--- src/rtl/ifu_fetch_if.sv ---
// Signal bundle for the fetch stage: EX redirect, instruction bus and the IF->ID handshake.
// master = fetch unit, slave = surrounding pipeline and bus.
interface ifu_fetch_if #(
  parameter int PC_WIDTH    = 32,
  parameter int INSTR_WIDTH = 32
);
  logic                   redirect_i;
  logic [PC_WIDTH-1:0]    redirect_pc_i;
  logic                   ibus_req_valid_o;
  logic                   ibus_req_ready_i;
  logic [PC_WIDTH-1:0]    ibus_req_addr_o;
  logic                   ibus_rsp_valid_i;
  logic [INSTR_WIDTH-1:0] ibus_rsp_data_i;
  logic                   ibus_rsp_err_i;
  logic                   IF_valid_o;
  logic                   ID_ready_i;
  logic [PC_WIDTH-1:0]    IF_pc_o;
  logic [INSTR_WIDTH-1:0] ifu_instr_o;
  logic                   ifu_prdt_taken_o;
  logic                   ifu_pc_misalign_o;
  logic                   ifu_bus_err_o;

  modport master (
    input  redirect_i, redirect_pc_i, ibus_req_ready_i, ibus_rsp_valid_i,
           ibus_rsp_data_i, ibus_rsp_err_i, ID_ready_i,
    output ibus_req_valid_o, ibus_req_addr_o, IF_valid_o, IF_pc_o, ifu_instr_o,
           ifu_prdt_taken_o, ifu_pc_misalign_o, ifu_bus_err_o
  );

  modport slave (
    output redirect_i, redirect_pc_i, ibus_req_ready_i, ibus_rsp_valid_i,
           ibus_rsp_data_i, ibus_rsp_err_i, ID_ready_i,
    input  ibus_req_valid_o, ibus_req_addr_o, IF_valid_o, IF_pc_o, ifu_instr_o,
           ifu_prdt_taken_o, ifu_pc_misalign_o, ifu_bus_err_o
  );
endinterface

--- src/rtl/ifu_fetch.sv ---
// Instruction fetch unit: two in-order outstanding requests, 2-entry output queue, EX redirect.
// Define IFU_STATIC_BP_EN to build static prediction (JAL and backward branches taken).
module ifu_fetch #(
  parameter int                  PC_WIDTH    = 32,
  parameter int                  INSTR_WIDTH = 32,
  parameter logic [PC_WIDTH-1:0] RESET_PC    = 32'h8000_0000
) (
  input logic         clk,
  input logic         rst,
  ifu_fetch_if.master bus
);

  // mode | meaning
  // RUN  | requests may be issued
  // HALT | stopped after a bus error or misaligned PC; only a redirect resumes
  typedef enum logic {RUN = 1'b0, HALT = 1'b1} mode_e;

  typedef struct packed {
    logic [PC_WIDTH-1:0]    pc;
    logic [INSTR_WIDTH-1:0] instr;
    logic                   prdt;
    logic                   misalign;
    logic                   err;
  } entry_t;

  mode_e               r_mode, w_mode_nxt;
  logic [PC_WIDTH-1:0] r_pc, w_pc_nxt;
  logic [1:0]          r_out, w_out_nxt;
  logic [1:0]          r_drop, w_drop_nxt;
  logic [1:0]          r_cnt, w_cnt_nxt;
  logic                r_rd, w_rd_nxt;
  logic                r_wr, w_wr_nxt;
  logic                r_pcq_rd, r_pcq_wr;
  entry_t              r_q [2];
  logic [PC_WIDTH-1:0] r_pcq [2];

  logic                w_valid, w_pop, w_aligned, w_req, w_acc;
  logic                w_rsp_push, w_mis_push, w_push, w_prdt;
  logic [2:0]          w_occ;
  logic [PC_WIDTH-1:0] w_rsp_pc;
  entry_t              w_entry, w_head;

  assign w_valid   = (r_cnt != 2'd0);
  assign w_pop     = w_valid & bus.ID_ready_i;
  assign w_aligned = (r_pc[1:0] == 2'b00);
  // A same-cycle pop frees its slot before any response to a new request can land.
  assign w_occ     = {1'b0, r_out} + {1'b0, r_cnt} - {2'b00, w_pop};
  assign w_req     = !rst && !bus.redirect_i && (r_mode == RUN) && w_aligned && (w_occ < 3'd2);
  assign w_acc     = w_req & bus.ibus_req_ready_i;
  assign w_rsp_pc  = r_pcq[r_pcq_rd];

  assign w_rsp_push = bus.ibus_rsp_valid_i && (r_drop == 2'd0) && !bus.redirect_i;
  // Misaligned entry waits until every live response ahead of it has been queued.
  assign w_mis_push = !bus.redirect_i && (r_mode == RUN) && !w_aligned && (r_out == r_drop) &&
                      ((r_cnt - {1'b0, w_pop}) < 2'd2);
  assign w_push     = w_rsp_push | w_mis_push;

`ifdef IFU_STATIC_BP_EN
  logic [INSTR_WIDTH-1:0] w_d;
  logic                   w_is_jal, w_is_bbk;
  logic [PC_WIDTH-1:0]    w_jimm, w_bimm, w_target;

  assign w_d      = bus.ibus_rsp_data_i;
  assign w_is_jal = (w_d[6:0] == 7'b1101111);
  assign w_is_bbk = (w_d[6:0] == 7'b1100011) && w_d[31];
  assign w_jimm   = {{(PC_WIDTH-20){w_d[31]}}, w_d[19:12], w_d[20], w_d[30:21], 1'b0};
  assign w_bimm   = {{(PC_WIDTH-12){w_d[31]}}, w_d[7], w_d[30:25], w_d[11:8], 1'b0};
  assign w_target = w_rsp_pc + (w_is_jal ? w_jimm : w_bimm);
  assign w_prdt   = !bus.ibus_rsp_err_i && (w_is_jal || w_is_bbk);
`else
  assign w_prdt   = 1'b0;
`endif

  always_comb begin
    w_entry          = '0;
    w_entry.pc       = w_mis_push ? r_pc : w_rsp_pc;
    w_entry.misalign = w_mis_push;
    if (!w_mis_push) begin
      w_entry.instr = bus.ibus_rsp_err_i ? '0 : bus.ibus_rsp_data_i;
      w_entry.prdt  = w_prdt;
      w_entry.err   = bus.ibus_rsp_err_i;
    end
  end

  always_comb begin
    w_pc_nxt   = r_pc;
    w_mode_nxt = r_mode;
    w_out_nxt  = r_out - {1'b0, bus.ibus_rsp_valid_i} + {1'b0, w_acc};
    w_drop_nxt = r_drop - {1'b0, bus.ibus_rsp_valid_i && (r_drop != 2'd0)};
    w_cnt_nxt  = r_cnt + {1'b0, w_push} - {1'b0, w_pop};
    w_rd_nxt   = r_rd ^ w_pop;
    w_wr_nxt   = r_wr ^ w_push;
    if (w_acc) w_pc_nxt = r_pc + PC_WIDTH'(4);
    if ((w_rsp_push && bus.ibus_rsp_err_i) || w_mis_push) w_mode_nxt = HALT;
`ifdef IFU_STATIC_BP_EN
    // Everything still in flight after a taken prediction is younger and gets discarded.
    if (w_rsp_push && w_prdt) begin
      w_pc_nxt   = w_target;
      w_drop_nxt = w_out_nxt;
    end
`endif
    if (bus.redirect_i) begin
      w_pc_nxt   = bus.redirect_pc_i;
      w_mode_nxt = RUN;
      w_out_nxt  = r_out - {1'b0, bus.ibus_rsp_valid_i};
      w_drop_nxt = r_out - {1'b0, bus.ibus_rsp_valid_i};
      w_cnt_nxt  = 2'd0;
      w_rd_nxt   = 1'b0;
      w_wr_nxt   = 1'b0;
    end
  end

  always_ff @(posedge clk) begin
    if (rst) r_mode <= RUN;
    else     r_mode <= w_mode_nxt;
  end

  always_ff @(posedge clk) begin
    if (rst) begin
      r_pc     <= RESET_PC;
      r_out    <= 2'd0;
      r_drop   <= 2'd0;
      r_cnt    <= 2'd0;
      r_rd     <= 1'b0;
      r_wr     <= 1'b0;
      r_pcq_rd <= 1'b0;
      r_pcq_wr <= 1'b0;
      r_q[0]   <= '0;
      r_q[1]   <= '0;
      r_pcq[0] <= '0;
      r_pcq[1] <= '0;
    end else begin
      r_pc   <= w_pc_nxt;
      r_out  <= w_out_nxt;
      r_drop <= w_drop_nxt;
      r_cnt  <= w_cnt_nxt;
      r_rd   <= w_rd_nxt;
      r_wr   <= w_wr_nxt;
      if (w_push) r_q[r_wr] <= w_entry;
      // PC FIFO tracks every request, dropped or not, so it never needs flushing.
      if (w_acc) begin
        r_pcq[r_pcq_wr] <= r_pc;
        r_pcq_wr        <= ~r_pcq_wr;
      end
      if (bus.ibus_rsp_valid_i) r_pcq_rd <= ~r_pcq_rd;
    end
  end

  assign w_head = r_q[r_rd];

  assign bus.ibus_req_valid_o  = w_req;
  assign bus.ibus_req_addr_o   = w_req ? r_pc : '0;
  assign bus.IF_valid_o        = w_valid;
  assign bus.IF_pc_o           = w_valid ? w_head.pc : '0;
  assign bus.ifu_instr_o       = w_valid ? w_head.instr : '0;
  assign bus.ifu_prdt_taken_o  = w_valid & w_head.prdt;
  assign bus.ifu_pc_misalign_o = w_valid & w_head.misalign;
  assign bus.ifu_bus_err_o     = w_valid & w_head.err;

endmodule

--- src/flat_wrapper.sv ---
// flat-port wrapper written by rule: the top's interface ports become plain ports
module ifu_fetch_flat 
#(
  parameter int                  PC_WIDTH    = 32,
  parameter int                  INSTR_WIDTH = 32,
  parameter logic [PC_WIDTH-1:0] RESET_PC    = 32'h8000_0000
)
  (clk, rst, bus_redirect_i, bus_redirect_pc_i, bus_ibus_req_ready_i, bus_ibus_rsp_valid_i, bus_ibus_rsp_data_i, bus_ibus_rsp_err_i, bus_ID_ready_i, bus_ibus_req_valid_o, bus_ibus_req_addr_o, bus_IF_valid_o, bus_IF_pc_o, bus_ifu_instr_o, bus_ifu_prdt_taken_o, bus_ifu_pc_misalign_o, bus_ifu_bus_err_o);
  ifu_fetch_if #(.PC_WIDTH(PC_WIDTH), .INSTR_WIDTH(INSTR_WIDTH)) bus_i ();
  input logic clk;
  input logic rst;
  input wire logic [$bits(bus_i.redirect_i)-1:0] bus_redirect_i;
  input wire logic [$bits(bus_i.redirect_pc_i)-1:0] bus_redirect_pc_i;
  input wire logic [$bits(bus_i.ibus_req_ready_i)-1:0] bus_ibus_req_ready_i;
  input wire logic [$bits(bus_i.ibus_rsp_valid_i)-1:0] bus_ibus_rsp_valid_i;
  input wire logic [$bits(bus_i.ibus_rsp_data_i)-1:0] bus_ibus_rsp_data_i;
  input wire logic [$bits(bus_i.ibus_rsp_err_i)-1:0] bus_ibus_rsp_err_i;
  input wire logic [$bits(bus_i.ID_ready_i)-1:0] bus_ID_ready_i;
  output wire logic [$bits(bus_i.ibus_req_valid_o)-1:0] bus_ibus_req_valid_o;
  output wire logic [$bits(bus_i.ibus_req_addr_o)-1:0] bus_ibus_req_addr_o;
  output wire logic [$bits(bus_i.IF_valid_o)-1:0] bus_IF_valid_o;
  output wire logic [$bits(bus_i.IF_pc_o)-1:0] bus_IF_pc_o;
  output wire logic [$bits(bus_i.ifu_instr_o)-1:0] bus_ifu_instr_o;
  output wire logic [$bits(bus_i.ifu_prdt_taken_o)-1:0] bus_ifu_prdt_taken_o;
  output wire logic [$bits(bus_i.ifu_pc_misalign_o)-1:0] bus_ifu_pc_misalign_o;
  output wire logic [$bits(bus_i.ifu_bus_err_o)-1:0] bus_ifu_bus_err_o;
  assign bus_i.redirect_i = bus_redirect_i;
  assign bus_i.redirect_pc_i = bus_redirect_pc_i;
  assign bus_i.ibus_req_ready_i = bus_ibus_req_ready_i;
  assign bus_i.ibus_rsp_valid_i = bus_ibus_rsp_valid_i;
  assign bus_i.ibus_rsp_data_i = bus_ibus_rsp_data_i;
  assign bus_i.ibus_rsp_err_i = bus_ibus_rsp_err_i;
  assign bus_i.ID_ready_i = bus_ID_ready_i;
  assign bus_ibus_req_valid_o = bus_i.ibus_req_valid_o;
  assign bus_ibus_req_addr_o = bus_i.ibus_req_addr_o;
  assign bus_IF_valid_o = bus_i.IF_valid_o;
  assign bus_IF_pc_o = bus_i.IF_pc_o;
  assign bus_ifu_instr_o = bus_i.ifu_instr_o;
  assign bus_ifu_prdt_taken_o = bus_i.ifu_prdt_taken_o;
  assign bus_ifu_pc_misalign_o = bus_i.ifu_pc_misalign_o;
  assign bus_ifu_bus_err_o = bus_i.ifu_bus_err_o;
  ifu_fetch #(.PC_WIDTH(PC_WIDTH), .INSTR_WIDTH(INSTR_WIDTH), .RESET_PC(RESET_PC)) u_core (.clk(clk), .rst(rst), .bus(bus_i));
endmodule
--- config.mk ---
export PLATFORM = sky130hd
export DESIGN_NAME = ifu_fetch_flat
export DESIGN_NICKNAME = d
export VERILOG_FILES = /design/src/rtl/ifu_fetch_if.sv /design/src/rtl/ifu_fetch.sv /design/src/flat_wrapper.sv
export SDC_FILE = /design/constraint.sdc
export NUM_CORES = 1
export LEC_CHECK = 0
export ABC_CLOCK_PERIOD_IN_PS = 10030
export BUFFER_PORTS_ARGS = -buffer_cell sky130_fd_sc_hd__buf_2
export CAP_MARGIN = 20
export CORE_MARGIN = 2
export CORE_UTILIZATION = 60
export CTS_CLUSTER_DIAMETER = 100
export DETAILED_ROUTE_END_ITERATION = 6
export PLACE_DENSITY = 0.92
export SLEW_MARGIN = 0
export SYNTH_ARGS = -nofsm -noshare
export SYNTH_HDL_FRONTEND = slang
export SYNTH_SLANG_ARGS = --single-unit
--- constraint.sdc ---
create_clock -name clk -period 10.03 [get_ports clk]
set_input_delay 1.003 -clock clk [delete_from_list [all_inputs] [get_ports clk]]
set_output_delay 1.003 -clock clk [all_outputs]
set_load 0.02 [all_outputs]
==> results of run 1 <==
==> layout by cell type, fill, tap and decap left out, types with 25 or more instances in the layout <==
master	synthesis	routed
clkbuf_16	0	25
buf_2	10	168
nor2_1	178	177
dfxtp_1	44	43
edfxtp_1	196	196
mux2i_1	104	104
and2_1	60	60
mux2_2	33	33
nand2_1	27	27
and3_1	99	99
==> routing by layer <==
layer	wire length (um)	vias to the layer above
met4	728	0
li1	-	3888
met3	2531	74
met1	11070	4067
met5	0	-
met2	14020	495
==> worst min-delay path by stage <==
stage	from	to	slack, ns	depth (start not counted)
2_1_floorplan	u_core.r_pcq_rd	flop	0.48	2
3_3_place_gp	u_core.r_pcq_rd	flop	0.50	2
3_5_place_dp	u_core.r_pcq_rd	flop	0.51	2
4_1_cts	u_core.r_pcq_rd	flop	0.54	2
5_1_grt	u_core.r_wr	u_core.r_wr	0.58	2
6_report	u_core.r_pcq_rd	flop	0.54	2
==> cells by family after synthesis <==
family,Yosys count,synth area share
other cells,1,0.0003229
flops,240,0.5826
xor+xnor,19,0.01433
compound gates,67,0.04018
buf+inv,102,0.03598
simple gates,440,0.1978
fa+ha+maj,6,0.007111
mux,137,0.1216
==> where the power goes <==
part	switching [uW]	internal (uW)
sequential	45.0	1150
combinational	167	92.1
clock	360	494
total	572	1730
==> sequential cells by signal (all words and copies together) (netlist names), named ones only <==
name and count:
u_core.r_q 132, u_core.r_pcq 64, u_core.r_pc 32, u_core.r_cnt 2, u_core.r_drop 2, u_core.r_out 2, u_core.r_mode 1, u_core.r_pcq_rd 1
u_core.r_pcq_wr 1, u_core.r_rd 1, u_core.r_wr 1
==> layout make-up <==
type	count	share of cell area
timing repair buffer	184	0.07525
multi-input combinational	676	0.3336
clock buffer	38	0.05406
inverter	18	0.005042
sequential	240	0.5052
tap	260	0.02427
antenna	2	0.0003734
clock inverter	6	0.002241
==> stage by stage <==
step,total power [uW],cell area [um^2],setup slack (ns),hold WS (ns),utilization
6_report,2306,13400,5.510,0.5426,0.7117
5_1_grt,2375,13400,5.314,0.5767,0.7114
4_1_cts,2303,13370,5.526,0.5408,0.7100
3_5_place_dp,1463,12610,5.582,0.5148,0.6699
3_3_place_gp,1446,12570,5.826,0.4954,0.6676
2_1_floorplan,1374,11640,6.200,0.4799,-
==> critical path, cell delays in order <==
cell and delay (ns):
buf_2 0.13, xor2_1 0.18, nand2_1 0.09, fa_1 0.41
xor2_1 0.39, and3_1 0.90, and2_1 0.25, buf_2 0.17
==> synth_stat cells, types with 9 or more instances <==
| master | number |
|---|---|
| edfxtp_1 | 196 |
| nor2_1 | 178 |
| mux2i_1 | 104 |
| and3_1 | 99 |
| clkbuf_1 | 64 |
| and2_1 | 60 |
| dfxtp_1 | 44 |
| mux2_2 | 33 |
| nand2_1 | 27 |
| nand3_1 | 19 |
| inv_1 | 17 |
| a21oi_1 | 14 |
| nor3_1 | 14 |
| nand4_1 | 13 |
| xor2_1 | 13 |
| o21ai_0 | 11 |
| buf_2 | 10 |
| a211oi_1 | 9 |
==> out/results.txt, run 1 <==
Placement Rows -> 50
Area Overhead vs Synth -> 15.40%
Gr ovfl total -> 0
Layout cell share with drive strength beyond 1 -> 0.2315
Met3 usage in global routing -> 0.04661
Leading area contributor after synthesis -> edfxtp_1
Transition time of the tightest slew-check pin -> 1.097 ns
Reg2reg start -> u_core.r_cnt[1]
CP startpoint kind -> input pin
IO buf count -> 168
Clock skew -> 0.01129 ns
Postcts setup bufs -> 0
Clock sink total -> 240
Nets@finish -> 1221
GPL Wtd Cong -> 0.8582
Non-filler cells, final -> 1424
# DRC -> 0
Multi-input gate area -> 0.004471 mm^2
Worst min path class -> reg2reg
Fmax -> 221.2 MHz
RSZ-0062 raised after global routing -> no
Met1 usage -> 0.3494
Status -> complete, no violations
Leakage -> 0.005815 uW
Endpoints failing hold -> 0
Sequential fraction of the synthesis area -> 0.5826
Power per standard cell area -> 172.0 mW/mm^2
Avg Vias per Cell -> 5.986
Ys Warns -> 0
Setup tns final -> 0 ns
PostCTS Resize Cnt -> 0
Die ar. -> 0.02048 mm^2
Ys flop type -> edfxtp_1
CTS clock-pin slew for the worst setup and hold paths -> 0.06 ns
Yosys cell types -> 54
RR Endpoint -> u_core.r_pcq[0][27]
Register-to-register setup slack -> 6.18 ns
Tcrit/Tclk final -> 0.4506
Worst Reg-to-Reg Cells -> 7
Filler cells -> 1225
Routing usage on met2 -> 0.4712
Initial antenna violation count -> 2
H-tree depth -> 1
Post-CTS Hold Buffers -> 0
Relative slew margins -> 0.2687
Die height -> 143.1 um
First-pass GRT wire length -> 43350 um
Placed Cells -> 1377
Max cap viols -> 0
CP required -> 9.03 ns
DRT Pass-1 Iters -> 5
#FFs+latches synth -> 240
Crit path kind -> in2out
TritonCTS buffer count -> 24
Die width -> 143.1 um
Total GRT Usage -> 0.2716
CP endpoint -> bus_ibus_req_addr_o[28]
VDD IR-drop max -> 152.4 uV
Worst Path Arrival -> 3.52 ns
Crit end category -> primary output
Syn_area_per_cell -> 11.48 um^2
Dominant cells by area after synthesis -> edfxtp_1 51%, mux2i_1 9.0%, dfxtp_1 7.6%
Wire length per cell -> 19.91 um
Max-slew violations -> 0
Ports -> 172
Gr busiest metal -> met2
Min Clock Period, post-route -> 4.520 ns
Yosys top cell area share -> 0.5068
Post-synth EDFFs -> 196
Critical Path Start -> bus_ID_ready_i
1st-iter DRT viols -> 890
Clock buffer depth -> 3
Final setup fails -> 0
FF/Latch Area -> 0.006770 mm^2
Synthesized cell area -> 0.01161 mm^2
Core area -> 0.01883 mm^2
CTS root buf -> clkbuf_16
Max FO, Critical Path -> 31
Async S/R FF share, synth -> 0
Synth Instances -> 1012
Vias in the first global route -> 8309
CTS tree -> yes
DP Wirelength -> 17280 um
Pin count of the biggest net entering global routing -> 68
Routed WL -> 28350 um
Initial core utilization -> 0.6167
Routed Antenna Nets -> 0
Insertion delay of the later-clocked pin in the worst-skew pair -> 0.51 ns
DR vias -> 8524
Power figures use the tool's default switching activity.
==> run 2, diff against run 1 <==
- ABC_CLOCK_PERIOD_IN_PS: 10030 -> 3700
- CORE_UTILIZATION: 60 -> 52
- PLACE_DENSITY: 0.92 -> 0.86
- clock period: 10.03 -> 3.7 ns (I/O delays scaled with it)
==> run 2 against run 1 <==
Net effect:
- flip-flop and latch count stayed put
- utilization is 9.4 points lower
- sequential share of layout area is 0.45 points lower
- largest cell class unchanged
- largest power group unchanged
==> out/results.txt, run 2 (synthesized netlist as in run 1, its figures left out) <==
IO buf count -> 168 (unchanged)
DRT Pass-1 Iters -> 5 (unchanged)
Crit path kind -> reg2out
First-pass GRT wire length -> 43590 um (+0.54%)
Wire length per cell -> 18.97 um (-4.7%)
Clock buffer depth -> 3 (unchanged)
RR Endpoint -> u_core.r_pc[6]
Reg2reg start -> u_core.r_cnt[1]
Crit path buffers/inverters -> 3 (+1)
Worst min path class -> in2reg
DP Wirelength -> 18010 um (+4.3%)
Routed WL -> 27540 um (-2.8%)
Crit-path max cell delay -> 0.57 ns (-0.33 ns)
Tcrit/Tclk final -> 0.9137
CP required -> 3.33 ns (-5.70 ns)
Worst path slowest cell -> fa_1
Power per standard cell area -> 468.5 mW/mm^2 (+170%)
CP Cell Sequence -> inv_1 > ha_1 > fa_1 > nor2b_1 > and3_1 > buf_4 > and2_1 > buf_2
Avg Vias per Cell -> 5.748 (-4.0%)
Final setup fails -> 0 (unchanged)
Area Overhead vs Synth -> 16.43%
Worst path depth -> 8 (unchanged)
Total GRT Usage -> 0.2293 (-0.04233)
Commonest non-fill, non-tap cells in the layout -> 196 x edfxtp_1, 177 x nor2_1, 168 x buf_2
VDD IR-drop max -> 316.3 uV (+110%)
Die ar. -> 0.02355 mm^2 (+15%)
Placed Cells -> 1406 (+2.1%)
Critical Path Start -> u_core.r_cnt[1]
Insertion delay of the later-clocked pin in the worst-skew pair -> 0.52 ns (about the same)
Die width -> 153.4 um (+7.2%)
Min Clock Period, post-route -> 3.381 ns
Post-CTS Hold Buffers -> 0 (unchanged)
Clock skew -> 0.01597 ns (+0.004680 ns)
Status -> complete, no violations
CTS clock-pin slew for the worst setup and hold paths -> 0.06 ns (about the same)
Largest regs -> u_core.r_q: 132 flops, u_core.r_pcq: 64 flops, u_core.r_pc: 32 flops
Largest reg by FF count -> u_core.r_q
TritonCTS buffer count -> 25 (+4.2%)
Commonest non-fill, non-tap cell in the layout -> edfxtp_1
Initial antenna violation count -> 1 (-1)
Hold slack -> 0.05003 ns (-0.4926 ns)
Relative slew margins -> 0.2012 (-0.06748)
Crit end category -> primary output
# DRC -> 0 (unchanged)
CTS tree -> yes
RSZ-0062 raised after global routing -> no
Leakage -> 0.005874 uW (+1.0%)
H-tree depth -> 1 (unchanged)
Pin count of the biggest net entering global routing -> 67 (-1.5%)
Register-to-register setup slack -> 0.33 ns (-5.85 ns)
Nets@finish -> 1230 (+0.74%)
Max FFs per register -> 132 (unchanged)
Core area -> 0.02189 mm^2 (+16%)
Worst Reg-to-Reg Cells -> 9 (+2)
Ports -> 172 (unchanged)
Top cell family by delay on the critical path -> adder cells
GPL Wtd Cong -> 0.8965 (+4.5%)
Routed Antenna Nets -> 0 (unchanged)
PostCTS Resize Cnt -> 0 (unchanged)
Gr ovfl total -> 0 (unchanged)
Placement Rows -> 54 (+8.0%)
Max cap viols -> 0 (unchanged)
Clock sink total -> 240 (unchanged)
Die height -> 153.4 um (+7.2%)
Vias in the first global route -> 8186 (-1.5%)
Max FO, Critical Path -> 31 (unchanged)
Max-slew violations -> 0 (unchanged)
Post-route cell area -> 0.01352 mm^2 (+0.90%)
CTS root buf -> clkbuf_16
Initial core utilization -> 0.5305 (-0.08622)
Postcts setup bufs -> 0 (unchanged)
CP endpoint -> bus_ibus_req_addr_o[29]
Layout cell share with drive strength beyond 1 -> 0.2400 (+0.008468)
Worst Path Arrival -> 3.01 ns (-0.51 ns)
Fmax -> 295.8 MHz
Endpoints failing hold -> 0 (unchanged)
CP startpoint kind -> flop
Placed Area -> 0.01272 mm^2 (+0.87%)
Transition time of the tightest slew-check pin -> 1.197 ns (+0.09958 ns)
DR vias -> 8346 (-2.1%)
Non-filler cells, final -> 1452 (+2.0%)
1st-iter DRT viols -> 701 (-21%)
Setup tns final -> 0 ns (unchanged)
[run 2: area by class of cell]
type	count	area, um^2
fillers	1681	8369
repair buffers	192	1066
clock buffers	38	755.7
well taps	280	350.3
diodes	1	2.502
inverters	18	67.56
flip-flops and latches	240	6770
multi-input cells	676	4471
clock inverters	7	38.79
[run 2: where the power goes]
| group | switching (uW) | total, uW | internal, uW |
|---|---|---|---|
| clock | 993 | 2400 | 1400 |
| sequential | 134 | 3240 | 3110 |
| combinational | 437 | 696 | 259 |
[run 2: per-layer routing]
| metal | track usage | up-vias | share of wire |
|---|---|---|---|
| li1 | - | 3903 | - |
| met1 | 0.3195 | 4056 | 0.43 |
| met2 | 0.3776 | 344 | 0.48 |
| met3 | 0.02977 | 43 | 0.066 |
| met4 | 0.07165 | 0 | 0.021 |
| met5 | 0 | - | 0 |
[run 2: worst min path at each step]
| stage | startpoint | endpoint | slack [ns] | cells after the start |
|---|---|---|---|---|
| 4_1_cts | bus_redirect_pc_i[18] | u_core.r_pc[18] | 0.04 | 2 |
| 6_report | bus_redirect_pc_i[18] | u_core.r_pc[18] | 0.05 | 2 |
| 3_3_place_gp | u_core.r_pcq_rd | u_core.r_pcq_rd | 0.49 | 2 |
| 5_1_grt | bus_redirect_pc_i[18] | u_core.r_pc[18] | 0.05 | 2 |
| 3_5_place_dp | u_core.r_pcq_rd | flop | 0.50 | 2 |
| 2_1_floorplan | bus_redirect_pc_i[26] | u_core.r_pc[26] | 0.48 | 2 |
[run 2: through the flow]
stage            util  setup WS (ns)  total power (uW)
5_1_grt        0.6177        0.08002              6534
4_1_cts        0.6176         0.3433              6356
3_5_place_dp   0.5813         0.4118              3979
2_1_floorplan       -         0.3597              3726
6_report       0.6177         0.3192              6335
3_3_place_gp   0.5806         0.6654              3944
